`src/rtl/pc_pkg.sv`:
```
// Shared definitions for the program-counter sequencer:
// default widths, state encoding and next-PC select codes.
package pc_pkg;

  localparam int          ADDR_W_DEF   = 8;
  localparam logic [7:0]  RESET_PC_DEF = 8'h00;

  typedef logic [1:0] state_t;
  localparam state_t ST_RUN   = 2'd0;
  localparam state_t ST_HALT  = 2'd1;
  localparam state_t ST_FAULT = 2'd2;

  typedef logic [1:0] sel_t;
  localparam sel_t SEL_INC  = 2'd0;
  localparam sel_t SEL_BR   = 2'd1;
  localparam sel_t SEL_CALL = 2'd2;
  localparam sel_t SEL_RET  = 2'd3;

endpackage

```
`src/rtl/pc_sequencer_if.sv`:
```
// Fetch request channel between the PC sequencer
// (master) and instruction memory (slave).
interface pc_sequencer_if #(
  parameter int ADDR_W = 8
);
  logic              fetch_valid;
  logic              fetch_ready;
  logic [ADDR_W-1:0] fetch_addr;

  modport master (
    output fetch_valid,
    output fetch_addr,
    input  fetch_ready
  );

  modport slave (
    input  fetch_valid,
    input  fetch_addr,
    output fetch_ready
  );
endinterface

```
`src/rtl/pc_ret_stack.sv`:
```
// Hardware return-address LIFO; sp counts entries,
// so full/empty need no wrap-around tracking.
module pc_ret_stack #(
  parameter int DW    = 8,
  parameter int DEPTH = 4
) (
  input  logic          clk,
  input  logic          rst,
  input  logic          push_i,
  input  logic          pop_i,
  input  logic [DW-1:0] push_data_i,
  output logic [DW-1:0] top_o,
  output logic          full_o,
  output logic          empty_o
);

  localparam int IW = $clog2(DEPTH);

  logic [IW:0]   sp_q;
  logic [IW:0]   sp_d;
  logic [DW-1:0] mem_q [DEPTH];
  logic [IW-1:0] wr_idx;
  logic [IW-1:0] top_idx;

  assign wr_idx  = sp_q[IW-1:0];
  assign top_idx = sp_q[IW-1:0] - 1'b1;
  assign full_o  = (sp_q == (IW+1)'(DEPTH));
  assign empty_o = (sp_q == '0);
  assign top_o   = mem_q[top_idx];

  // Stack pointer moves by one on push or pop.
  always_comb begin
    sp_d = sp_q;
    if (push_i)     sp_d = sp_q + 1'b1;
    else if (pop_i) sp_d = sp_q - 1'b1;
  end

  // Pointer register; reset empties the stack.
  always_ff @(posedge clk or posedge rst) begin
    if (rst) sp_q <= '0;
    else     sp_q <= sp_d;
  end

  // Entry storage; contents above sp are don't-care.
  always_ff @(posedge clk) begin
    if (push_i) mem_q[wr_idx] <= push_data_i;
  end

endmodule

```
`src/rtl/pc_sequencer.sv`:
```
// Program-counter sequencer: increment, branch, call/return
// via a return stack, halt/resume and sticky stack faults.
module pc_sequencer
  import pc_pkg::*;
#(
  parameter int                ADDR_W      = ADDR_W_DEF,
  parameter logic [ADDR_W-1:0] RESET_PC    = ADDR_W'(RESET_PC_DEF),
  parameter int                STACK_DEPTH = 4
) (
  input  logic              clk,
  input  logic              rst,
  pc_sequencer_if.master    fif,
  output logic [ADDR_W-1:0] pc_out,
  input  logic              branch_en,
  input  logic [ADDR_W-1:0] branch_target,
  input  logic              call_en,
  input  logic              ret_en,
  input  logic              halt,
  input  logic              resume,
  output logic              halted,
  output logic              fault,
  output logic              stack_overflow,
  output logic              stack_underflow
);

  state_t            state_q, state_d;
  sel_t              sel;
  logic [ADDR_W-1:0] pc_q, pc_d;
  logic              ovf_q, ovf_d;
  logic              unf_q, unf_d;
  logic              run;
  logic              push, pop;
  logic [ADDR_W-1:0] top;
  logic              full, empty;

  assign run    = (state_q == ST_RUN);
  assign push   = run && (sel == SEL_CALL) && !full;
  assign pop    = run && (sel == SEL_RET) && !empty;
  assign pc_out = pc_q;

  pc_ret_stack #(
    .DW    (ADDR_W),
    .DEPTH (STACK_DEPTH)
  ) u_stack (
    .clk         (clk),
    .rst         (rst),
    .push_i      (push),
    .pop_i       (pop),
    .push_data_i (pc_q + 1'b1),
    .top_o       (top),
    .full_o      (full),
    .empty_o     (empty)
  );

  // Redirect priority: ret over call over branch.
  always_comb begin
    sel = SEL_INC;
    if (ret_en)         sel = SEL_RET;
    else if (call_en)   sel = SEL_CALL;
    else if (branch_en) sel = SEL_BR;
  end

  // State register.
  always_ff @(posedge clk or posedge rst) begin
    if (rst) state_q <= ST_RUN;
    else     state_q <= state_d;
  end

  // Next state; a stack fault outranks halt.
  always_comb begin
    state_d = state_q;
    unique case (state_q)
      ST_RUN: begin
        if ((sel == SEL_RET && empty) ||
            (sel == SEL_CALL && full))
          state_d = ST_FAULT;
        else if (halt)
          state_d = ST_HALT;
      end
      ST_HALT: begin
        if (resume && !halt) state_d = ST_RUN;
      end
      default: state_d = ST_FAULT;
    endcase
  end

  // Fetch is only offered in RUN and never during reset.
  always_comb begin
    fif.fetch_valid = run && !rst;
    fif.fetch_addr  = pc_q;
    halted          = (state_q == ST_HALT);
    fault           = (state_q == ST_FAULT);
    stack_overflow  = ovf_q;
    stack_underflow = unf_q;
  end

  // Next PC; a faulting call/ret leaves it untouched.
  always_comb begin
    pc_d  = pc_q;
    ovf_d = ovf_q;
    unf_d = unf_q;
    if (run) begin
      unique case (sel)
        SEL_RET: begin
          if (!empty) pc_d  = top;
          else        unf_d = 1'b1;
        end
        SEL_CALL: begin
          if (!full) pc_d  = branch_target;
          else       ovf_d = 1'b1;
        end
        SEL_BR: pc_d = branch_target;
        default: begin
          if (!halt && fif.fetch_ready)
            pc_d = pc_q + 1'b1;
        end
      endcase
    end
  end

  // PC and sticky stack-error flags.
  always_ff @(posedge clk or posedge rst) begin
    if (rst) begin
      pc_q  <= RESET_PC;
      ovf_q <= 1'b0;
      unf_q <= 1'b0;
    end else begin
      pc_q  <= pc_d;
      ovf_q <= ovf_d;
      unf_q <= unf_d;
    end
  end

endmodule

```
`src/flat_wrapper.sv`:
```
// flat-port wrapper written by rule: the top's interface ports become plain ports
module pc_sequencer_flat import pc_pkg::*;
#(
  parameter int                ADDR_W      = ADDR_W_DEF,
  parameter logic [ADDR_W-1:0] RESET_PC    = ADDR_W'(RESET_PC_DEF),
  parameter int                STACK_DEPTH = 4
)
  (clk, rst, pc_out, branch_en, branch_target, call_en, ret_en, halt, resume, halted, fault, stack_overflow, stack_underflow, fif_fetch_valid, fif_fetch_addr, fif_fetch_ready);
  pc_sequencer_if #(.ADDR_W(ADDR_W)) fif_i ();
  input  logic clk;
  input  logic rst;
  output logic [ADDR_W-1:0] pc_out;
  input  logic branch_en;
  input  logic [ADDR_W-1:0] branch_target;
  input  logic call_en;
  input  logic ret_en;
  input  logic halt;
  input  logic resume;
  output logic halted;
  output logic fault;
  output logic stack_overflow;
  output logic stack_underflow;
  output wire logic [$bits(fif_i.fetch_valid)-1:0] fif_fetch_valid;
  output wire logic [$bits(fif_i.fetch_addr)-1:0] fif_fetch_addr;
  input wire logic [$bits(fif_i.fetch_ready)-1:0] fif_fetch_ready;
  assign fif_fetch_valid = fif_i.fetch_valid;
  assign fif_fetch_addr = fif_i.fetch_addr;
  assign fif_i.fetch_ready = fif_fetch_ready;
  pc_sequencer #(.ADDR_W(ADDR_W), .RESET_PC(RESET_PC), .STACK_DEPTH(STACK_DEPTH)) u_core (.clk(clk), .rst(rst), .fif(fif_i), .pc_out(pc_out), .branch_en(branch_en), .branch_target(branch_target), .call_en(call_en), .ret_en(ret_en), .halt(halt), .resume(resume), .halted(halted), .fault(fault), .stack_overflow(stack_overflow), .stack_underflow(stack_underflow));
endmodule
```
`config.mk`:
```
export PLATFORM = sky130hd
export DESIGN_NAME = pc_sequencer_flat
export DESIGN_NICKNAME = d
export VERILOG_FILES = /design/src/rtl/pc_pkg.sv /design/src/rtl/pc_sequencer_if.sv /design/src/rtl/pc_ret_stack.sv /design/src/rtl/pc_sequencer.sv /design/src/flat_wrapper.sv
export SDC_FILE = /design/constraint.sdc
export NUM_CORES = 1
export LEC_CHECK = 0
export CORE_MARGIN = 4
export CORE_UTILIZATION = 53
export DETAILED_ROUTE_END_ITERATION = 12
export PLACE_DENSITY = 0.82
export RECOVER_POWER = 25
export SLEW_MARGIN = 30
export SYNTH_ARGS = -nofsm -noshare
export SYNTH_HDL_FRONTEND = slang
export SYNTH_HIERARCHICAL = 1
export SYNTH_SLANG_ARGS = --single-unit
```
`constraint.sdc`:
```
create_clock -name clk -period 3.39 [get_ports clk]
set_clock_uncertainty 0.05 [all_clocks]
set_input_delay 0.678 -clock clk [delete_from_list [all_inputs] [get_ports clk]]
set_output_delay 0.678 -clock clk [all_outputs]
set_load 0.03 [all_outputs]
```
==> results of run 1 <==
-- per-stage QoR --
| stage | worst slack [ns] | utilization (%) | hold slack, ns | cell area [um^2] | instances |
|---|---|---|---|---|---|
| final | 0.3912 | 67.24 | 0.4390 | 2748 | 248 |
| after global routing | 0.2330 | 67.24 | 0.4722 | 2748 | 248 |
| after CTS | 0.3830 | 67.24 | 0.4388 | 2748 | 248 |
| after detailed placement | 0.1766 | 64.27 | 0.4200 | 2626 | 240 |
| after global placement | 0.3666 | 64.27 | 0.4013 | 2626 | 240 |
| after floorplan | 0.4014 | - | 0.3816 | 2276 | 164 |
-- power groups by stage --
stage | combinational, mW | sequential (mW) | clock, mW
floorplan | 0.659 | 0.990 | 0
global placement | 1.03 | 0.882 | 0
detailed placement | 1.08 | 0.891 | 0
CTS | 1.09 | 0.879 | 0.434
global route | 1.16 | 0.890 | 0.459
finish | 1.09 | 0.878 | 0.425
-- cells by family after synthesis --
group | count (synthesis) | synth area share, %
and+or+nand+nor | 36 | 8.027
DFF | 47 | 58.71
muxes | 9 | 8.411
adders and majority gates | 8 | 4.728
AOI/OAI and AO/OA | 30 | 10.72
xor gates and xnor gates | 8 | 3.079
buffers and inverters | 26 | 6.322
-- worst min path at each step --
stage / start / end / slack (ns) / cells past startpoint
final: u_core/stack_underflow / u_core/stack_underflow / 0.44 / 1
after global routing: u_core/stack_overflow / u_core/stack_overflow / 0.47 / 1
after CTS: u_core/stack_underflow / u_core/stack_underflow / 0.44 / 1
after detailed placement: u_core/stack_underflow / u_core/stack_underflow / 0.42 / 1
after global placement: u_core/stack_overflow / u_core/stack_overflow / 0.40 / 1
after floorplan: rst / u_core/u_stack/sp_q[0] / 0.38 / 1
-- metal layers --
metal  track usage [%]  wire [um]  vias up
met1             23.91       1930      762
met4             5.433         64        0
met2             31.00       2341       60
met5                 0          0        -
met3             4.788        307        6
li1                  -          -      676
-- Yosys cell counts, types with 3 or more instances --
| cell | count |
|---|---|
| a21oi_1 | 7 |
| a221o_1 | 3 |
| a221oi_1 | 5 |
| and2_1 | 5 |
| buf_4 | 8 |
| dfrtp_1 | 15 |
| edfxtp_1 | 32 |
| ha_1 | 7 |
| inv_1 | 13 |
| mux4_2 | 8 |
| nand2_1 | 10 |
| nand3_1 | 3 |
| nor2_1 | 7 |
| nor2b_1 | 4 |
| o21ai_0 | 3 |
| xnor2_1 | 5 |
| xor2_1 | 3 |
-- final cells by class --
class,instances,share of cell area [%]
Sequential cell,47,48.63
Timing Repair Buffer,39,13.93
Tap cell,50,2.277
Inverter,13,1.776
Clock buffer,6,3.005
Multi-Input combinational cell,91,28.96
Clock inverter,2,1.412
-- worst register-to-register path: cells and delay by family (launching register included) --
| kind | cells | cell delay, ns |
|---|---|---|
| adders and majority gates | 2 | 0.69 |
| xor gates and xnor gates | 1 | 0.13 |
| buffers and inverters | 3 | 0.52 |
| AOI/OAI and AO/OA | 1 | 0.08 |
| and+or+nand+nor | 3 | 0.80 |
| DFF | 1 | 0.33 |
-- sequential cells by signal, indices dropped and copies added (netlist names) --
| signal | count |
|---|---|
| u_core/stack_underflow | 1 |
| u_core/fif.fetch_addr | 8 |
| u_core/u_stack/mem_q | 32 |
| u_core/state_q | 2 |
| u_core/stack_overflow | 1 |
| u_core/u_stack/sp_q | 3 |
==> impl_results.md, run 1 <==
* Status: finished clean
* Mean post-synth cell area at 13.88 um^2
* Total negative slack at 0 ns
* Share of cells above drive strength 1 at between 10% and 20%
* Max-slew violation count at 0
* Buf/Inv on CP at 3
* Die X at between 70 and 80 um
* Total chip power at roughly 2.4 mW
* Ranking of synthesized cells by area: edfxtp_1 42%, dfrtp_1 16%, mux4_2 7.9%, ha_1 3.8%, buf_4 2.6%
* Switch Pwr at around 0.89 mW
* Filler cells at 284
* Top_reg_cell synth: edfxtp_1
* Pint at ~1.5 mW
* Worst Path Required at approximately 3.5 ns
* Syn_nets at about 190
* Sink Count at 47
* Post-CTS Setup Inserts at 0
* Via count at around 1,500
* Vias per cell at about 6
* Clk buf depth at 2
* CP Depth at 10
* WL/cell at between 15 and 20 um
* Die Ht at approximately 74 um
* PostCTS Resize Cnt at 0
* Seq/Total Area, Yosys at 58.71%
* Commonest non-fill, non-tap cell in the layout: clkdlybuf4s50_1
* Leakage at 1.005 nW
* Worst-margin pin slew at just over 0.5 ns
* Placeable Area at 4086 um^2
* Yosys warns at 6
* Die area at around 5400 um^2
* Clk root buf: clkbuf_8
* Area of the multi-input gates at between 700 and 800 um^2
* H-Tree Depth at 2
* Critical path fanouts, max at 3
* CTS clk-pin slew, worst paths at 0.08 ns
* CTS Buf Count at 5
* R2R Path End: u_core/u_stack/sp_q[2]
* Post-Synthesis Cells at 164
* Grt ovf at 0
* Seq pwr share at approximately 37%
* Yosys top cell area share at a little over two fifths
* Switch share at between 30% and 40%
* Critical path endpoint category: flip-flop
* Site row count at 23
* Largest net degree at the start of global routing at 16
* EDFF count, synth at 32
* Most frequent cells in the layout: 35 x clkdlybuf4s50_1, 32 x edfxtp_1, 15 x dfrtp_1, 13 x inv_1, 10 x nand2_1
* Worst Setup SP: call_en
* Startpoint Class: input pin
* CP delay by family, top: buffers and inverters
* Max VDD drop at around 440 uV
* First-pass GRT wire length at approximately 7.4 mm
* TritonCTS clock tree: yes
* Crit path cell chain: clkdlybuf4s50_1 > inv_1 > a21oi_1 > ha_1 > nor4b_1 > inv_1 > fa_1 > nor3b_1 > a21oi_1 > xnor2_1
* RSZ-0062 raised after global routing: no
* Antenna violation net count after detailed routing at 0
* Final wirelength at around 4.6 mm
* Post-synth cell types at 38
* MaxCap Viol Count at 0
* I/O pin count at 37
* Final worst path period need at between 2 and 3 ns
* Post-synth top area cell: edfxtp_1
* Crit path capture: u_core/u_stack/sp_q[2]
* Hold_buf cts at 0
* R2r setup slk at ~0.7 ns
* Register area at roughly 1300 um^2
* Starting Density at 55.70%
* Routability cong. at just under 0.9
* Clock share of power at 17.8%
* Critical path class: input pin to flip-flop
* CP arrival at approximately 3.1 ns
* Diode count at 0
* Post-DP HPWL at between 3 and 4 mm
* Synth Cell Area at approximately 2300 um^2
* Pwr dens at 869.5 nW/um^2
* Final nets at 221
* Async S/R FF share, synth at a little under a third
* Max Freq at approximately 330 MHz
* Fin. Hold Viols at 0
* DRT iter0 DRCs at roughly 160
* Hold Crit Class: flip-flop to flip-flop
* Port bufs at 36
* Fin crit share at between 80% and 90%
* Gate power share at 45.5%
* Initial antenna violation count at 0
* R2R cell count at 10
* CP peak stage delay at 0.52 ns
* DRC errors left at 0
* Slew HR at 65.45%
* Critical path's slowest cell: clkdlybuf4s50_1
* Pre-antenna DRT Iters at 4
* Final setup violation count at 0
* Clk_lat worst skew at around 0.3 ns
* Vias in the first global route at 1,490
* RR Startpoint: u_core/u_stack/sp_q[0]
* Yosys reg bits at 47
* Syn-to-layout area delta at 20.73%
* Overall Global Routing Usage at between 10% and 20%
Note: power is estimated with default switching activity, not from simulation.
==> inputs of run 2 (changes only) <==
--- a/config.mk
+++ b/config.mk
@@ -5,6 +5,7 @@
 export SDC_FILE = /design/constraint.sdc
 export NUM_CORES = 1
 export LEC_CHECK = 0
+export ABC_CLOCK_PERIOD_IN_PS = 3390
 export CORE_MARGIN = 4
 export CORE_UTILIZATION = 53
 export DETAILED_ROUTE_END_ITERATION = 12
==> results of run 2 <==
No change in the layout: final DEF, timing and power equal those of run 1.
